File: src/rtl/tdc_coarse_core.sv
// Multi-channel coarse TDC: counts clk cycles from a START edge to the first rising edge
// on each STOP channel, then drains one result per channel over a valid/ready port.
module tdc_coarse_core #(
    parameter int unsigned CNT_W       = 16,
    parameter int unsigned N_CH        = 2,
    parameter int unsigned SYNC_STAGES = 2,
    localparam int unsigned CH_W       = (N_CH > 1) ? $clog2(N_CH) : 1
) (
    input  logic             clk,
    input  logic             rst_n,
    input  logic             ena,
    input  logic             arm,
    input  logic             start_in,
    input  logic [N_CH-1:0]  stop_in,
    output logic             busy,
    output logic             result_valid,
    input  logic             result_ready,
    output logic [CNT_W-1:0] result_data,
    output logic [CH_W-1:0]  result_ch,
    output logic             result_timeout
);

    localparam logic [CNT_W-1:0] CMAX = '1;

    typedef enum logic [1:0] {StIdle, StArmed, StRun, StDrain} state_e;

    state_e state_q;

    logic [SYNC_STAGES-1:0] start_sync_q;
    logic [N_CH-1:0]        stop_sync_q [SYNC_STAGES];
    logic                   start_prev_q;
    logic [N_CH-1:0]        stop_prev_q;
    logic                   start_edge;
    logic [N_CH-1:0]        stop_edge;

    logic [CNT_W-1:0]       cnt_q;
    logic [N_CH-1:0]        hit_q, hit_d;
    logic [N_CH-1:0]        to_q, to_d;
    logic [CNT_W-1:0]       cap_q [N_CH];
    logic [CNT_W-1:0]       cap_d [N_CH];
    logic [CH_W-1:0]        drain_idx_q;
    logic [CH_W-1:0]        next_idx;
    logic                   last_idx;
    logic                   all_hit;

    // Synchronise the asynchronous START/STOP inputs and keep one extra flop for edge detect.
    always_ff @(posedge clk) begin
        if (!rst_n) begin
            start_sync_q <= '0;
            start_prev_q <= 1'b0;
            stop_prev_q  <= '0;
            for (int i = 0; i < SYNC_STAGES; i++) begin
                stop_sync_q[i] <= '0;
            end
        end else begin
            start_sync_q   <= {start_sync_q[SYNC_STAGES-2:0], start_in};
            start_prev_q   <= start_sync_q[SYNC_STAGES-1];
            stop_prev_q    <= stop_sync_q[SYNC_STAGES-1];
            stop_sync_q[0] <= stop_in;
            for (int i = 1; i < SYNC_STAGES; i++) begin
                stop_sync_q[i] <= stop_sync_q[i-1];
            end
        end
    end

    assign start_edge = start_sync_q[SYNC_STAGES-1] & ~start_prev_q;
    assign stop_edge  = stop_sync_q[SYNC_STAGES-1] & ~stop_prev_q;

    // Per-channel capture: first stop edge in RUN wins; unhit channels time out at CMAX.
    always_comb begin
        hit_d = hit_q;
        to_d  = to_q;
        for (int k = 0; k < N_CH; k++) begin
            cap_d[k] = cap_q[k];
        end
        if (state_q == StRun) begin
            for (int k = 0; k < N_CH; k++) begin
                if (!hit_q[k]) begin
                    if (stop_edge[k]) begin
                        hit_d[k] = 1'b1;
                        cap_d[k] = cnt_q;
                        to_d[k]  = 1'b0;
                    end else if (cnt_q == CMAX) begin
                        hit_d[k] = 1'b1;
                        cap_d[k] = CMAX;
                        to_d[k]  = 1'b1;
                    end
                end
            end
        end
    end

    // Every channel resolves at the latest in the CMAX cycle, so all_hit also covers saturation.
    assign all_hit  = &hit_d;
    assign next_idx = drain_idx_q + CH_W'(1);
    assign last_idx = (drain_idx_q == CH_W'(N_CH - 1));

    // Measurement FSM with registered status and result outputs.
    always_ff @(posedge clk) begin
        if (!rst_n) begin
            state_q        <= StIdle;
            cnt_q          <= '0;
            hit_q          <= '0;
            to_q           <= '0;
            drain_idx_q    <= '0;
            busy           <= 1'b0;
            result_valid   <= 1'b0;
            result_data    <= '0;
            result_ch      <= '0;
            result_timeout <= 1'b0;
            for (int k = 0; k < N_CH; k++) begin
                cap_q[k] <= '0;
            end
        end else if (!ena) begin
            // Abort: drop everything, including results not yet drained.
            state_q      <= StIdle;
            cnt_q        <= '0;
            hit_q        <= '0;
            to_q         <= '0;
            drain_idx_q  <= '0;
            busy         <= 1'b0;
            result_valid <= 1'b0;
        end else begin
            hit_q <= hit_d;
            to_q  <= to_d;
            cap_q <= cap_d;
            unique case (state_q)
                StIdle: begin
                    if (arm) begin
                        state_q <= StArmed;
                        busy    <= 1'b1;
                        cnt_q   <= '0;
                        hit_q   <= '0;
                        to_q    <= '0;
                    end
                end
                StArmed: begin
                    if (start_edge) begin
                        state_q <= StRun;
                        cnt_q   <= CNT_W'(1);
                    end
                end
                StRun: begin
                    if (cnt_q != CMAX) begin
                        cnt_q <= cnt_q + CNT_W'(1);
                    end
                    if (all_hit) begin
                        state_q        <= StDrain;
                        drain_idx_q    <= '0;
                        result_valid   <= 1'b1;
                        result_ch      <= '0;
                        result_data    <= cap_d[0];
                        result_timeout <= to_d[0];
                    end
                end
                StDrain: begin
                    if (result_valid && result_ready) begin
                        if (last_idx) begin
                            state_q      <= StIdle;
                            result_valid <= 1'b0;
                            busy         <= 1'b0;
                        end else begin
                            drain_idx_q    <= next_idx;
                            result_ch      <= next_idx;
                            result_data    <= cap_q[next_idx];
                            result_timeout <= to_q[next_idx];
                        end
                    end
                end
                default: begin
                    state_q <= StIdle;
                    busy    <= 1'b0;
                end
            endcase
        end
    end

endmodule
File: config.mk
export PLATFORM = sky130hd
export DESIGN_NAME = tdc_coarse_core
export DESIGN_NICKNAME = d
export VERILOG_FILES = /design/src/rtl/tdc_coarse_core.sv
export SDC_FILE = /design/constraint.sdc
export NUM_CORES = 1
export LEC_CHECK = 0
export ABC_AREA = 1
export ABC_CLOCK_PERIOD_IN_PS = 2300
export CORE_MARGIN = 5
export CORE_UTILIZATION = 40
export DETAILED_ROUTE_END_ITERATION = 7
export SYNTH_ARGS = -nofsm -noshare
export SYNTH_HDL_FRONTEND = slang
export SYNTH_SLANG_ARGS = --single-unit
File: constraint.sdc
create_clock -name clk -period 2.3 [get_ports clk]
set_input_delay 0.46 -clock clk [delete_from_list [all_inputs] [get_ports clk]]
set_output_delay 0.46 -clock clk [all_outputs]
set_load 0.05 [all_outputs]
==> metrics.yaml <==
pwr:
  ir_drop_uv: 342
  combPwrFrac_pct: 7.1
  swShare_pct: 25.0
  p_leak_uw: 0.00200
  p_seq_share_pct: 54.3
  internal-power_uw: 2040
  power_density_nw_per_um2: 556
  p_sw_uw: 680
  clockPowerShare_pct: 38.6
sta:
  whs_ns: 0.427
  fin_crit_ns: 2.05
  rsz0062_at_grt: "no"
  maxSlewHeadroom_pct: 65.1
  setup_viol: 0
  fmax_mhz: 487
  setup_tns_ns: 0
  fin_worst_skew_ns: 0.0124
  worst_pin_slew_ns: 0.523
  finalHoldViolations: 0
  fin_crit_sh_pct: 89.3
  finalMaxSlewViolations: 0
yosys:
  syn_avg_cell_area_um2: 7.09
  syn_nets: 603
  ys_seq_elements: 84
  synth_edf_count: 0
  synth_cells: 590
  ys_types: 33
  ys_warn_count: 0
  yosys.cell_count.top_type: "nand2_1"
  yosysTopAreaCellShare_pct: 40.2
  ys_seq_area_share_pct: 40.2
  synthTopCellsByArea: "dfxtp_1 (40%), nand2_1 (8.6%), inv_1 (6.4%)"
  synth_flop_cell: "dfxtp_1"
  synth_top_cell_by_area: "dfxtp_1"
  synth.top_cells.by_count: "nand2_1 (96), dfxtp_1 (84), inv_1 (71), nor2_1 (61), nand3_1 (44)"
  syn_area_um2: 4180
  synthArstFlopShare_pct: 0
critical_path:
  end_kind: "flop"
  start_kind: "flop"
  critPathKind: "reg -> reg"
  cp.arrival_ns: 2.33
  required_ns: 2.58
  cp_max_fo: 10
clock_network:
  post_cts_buffers: 0
  cts-hold-fix-buffers: 0
  cts_resized: 0
  cts_buffers: 9
  cts_tree: "built"
  worstSkewPairLatency_ns: 0.35
  cts_max_path_buffers: 2
  clock-sinks: 84
  clk_pin_slew_worst_paths_ns: 0.09
  htreeDepth: 3
  root_buffer: "clkbuf_8"
placed_design:
  gp_congestion: 0.863
  hpwl_um: 7500
  io_buffers: 27
  placed_cell_area_um2: 4690
finish:
  area_growth_pct: 16.8
  nFillCells: 1033
  final_util_pct: 47.6
  register_area_um2: 1680
  diodes: 0
  nNetsFinal: 634
  multi_input_area_um2: 2060
  final_layout_size_suffix_gt1_share_pct: 11.3
  design_area_um2: 4890
drt:
  drc: 0
  vias_per_cell: 5.15
  drt-initial-drc-count: 290
  ant_nets: 0
  wl_per_cell_um: 14.3
  vias: 3927
  firstDrtPassIters: 4
  route.final.wire_length_um: 10900
die:
  die_x_um: 112
  io_pins: 28
  placementRows: 37
  chipHeight_um: 112
  start_util_pct: 40.7
  fp.dieArea_um2: 12600
  core_area_um2: 10300
global_routing:
  grt_pass1_vias: 3659
  grt_first_pass_wirelength_um: 18300
  grt-ovfl-total: 0
  antenna_found_initial: 0
  grt_max_degree: 50
  grt_usage_pct: 17.6
min_path:
  hp-class: "reg -> reg"
flow_run:
  drv_cap: 0
status:
  status: "finished, final reports clean"
## flip-flops by register name, summed over array words and instances, names as in the netlist, 2 cells and up
| register | count |
|---|---|
| cap_q | 32 |
| cnt_q | 16 |
| result_data | 16 |
| stop_sync_q | 4 |
| hit_q | 2 |
| start_sync_q | 2 |
| state_q | 2 |
| stop_prev_q | 2 |
| to_q | 2 |
## power by group through the flow
| stage | Clock [uW] | Sequential (uW) | Combinational, uW |
|---|---|---|---|
| CTS | 1080 | 1480 | 191 |
| global route | 1150 | 1480 | 210 |
| detailed placement | 0 | 1510 | 191 |
| global placement | 0 | 1510 | 188 |
| floorplan | 0 | 1530 | 103 |
| finish | 1050 | 1480 | 193 |
## layer usage
metal	vias up	global-route usage [%]	part of all wire, %
li1	2033	-	-
met1	1775	24.2	47
met2	100	27.7	47
met3	19	3.45	4.8
met4	0	5.77	1.4
met5	-	0	0
## placed cells by master, fill, tap and decap left out
cell type	n
inv_1	71
bufinv_16	1
a31oi_1	4
nand4_1	3
a21oi_1	34
a2111oi_4	1
nor2_1	61
nand2_4	3
a22oi_1	17
a31o_2	2
o21ai_0	42
dfxtp_1	84
nand3_2	2
xor2_1	1
nand4_4	1
clkdlybuf4s50_1	27
nor2_4	3
o21ai_1	2
nand2_2	16
nand3_1	44
clkbuf_1	2
nor4_1	16
o211a_1	1
nor3_1	23
clkinvlp_4	3
ha_1	5
inv_6	1
clkbuf_8	9
clkinv_1	4
o211ai_1	16
nand2_1	96
buf_12	2
inv_2	2
nor2_2	1
o21a_1	2
buf_4	24
## through the flow
stage | total power, uW | setup WS (ns) | cells
2_1_floorplan | 1630 | 0.434 | 590
3_3_place_gp | 1700 | 0.121 | 746
3_5_place_dp | 1700 | 0.105 | 746
4_1_cts | 2750 | 0.218 | 762
5_1_grt | 2840 | 0.0264 | 762
6_report | 2720 | 0.245 | 762
## cells by family (layout without fill, tap and decap cells)
| group | count (synthesis) | after routing | share of synthesized area, % |
|---|---|---|---|
| adder cells (fa/ha/maj) | 5 | 5 | 1.50 |
| flip-flops | 84 | 84 | 40.2 |
| AND/OR/NAND/NOR | 269 | 269 | 30.0 |
| buffers and inverters | 110 | 146 | 10.6 |
| AO/OA/AOI/OAI | 121 | 121 | 17.5 |
| XOR/XNOR | 1 | 1 | 0.209 |
## cell type report
cell class,count,area share [%]
well taps,136,3.48
multi-input cells,396,42.2
clock buffers,11,2.69
inverters,77,5.91
flip-flops and latches,84,34.4
repair buffers,53,10.0
clock inverters,5,1.25
## final timing paths
check	startpoint	endpoint	slack (ns)	depth (start not counted)
min reg2reg	stop_sync_q[0][1]	stop_sync_q[0][3]	0.43	2
max	state_q[0]	cnt_q[15]	0.25	12
max reg2reg	state_q[0]	cnt_q[15]	0.25	12
min	stop_sync_q[0][1]	stop_sync_q[0][3]	0.43	2
## critical path, cell delays in order, from the launching register on
cell and delay (ns):
dfxtp_1 0.35, inv_1 0.09, ha_1 0.22, nand3_1 0.11
nor2_2 0.18, nand4_4 0.20, nand2_4 0.16, inv_2 0.08
nand2_1 0.07, nand2_2 0.10, inv_2 0.17, o21ai_0 0.12
a21oi_1 0.12
No activity file was read; power rests on OpenSTA's default activity.
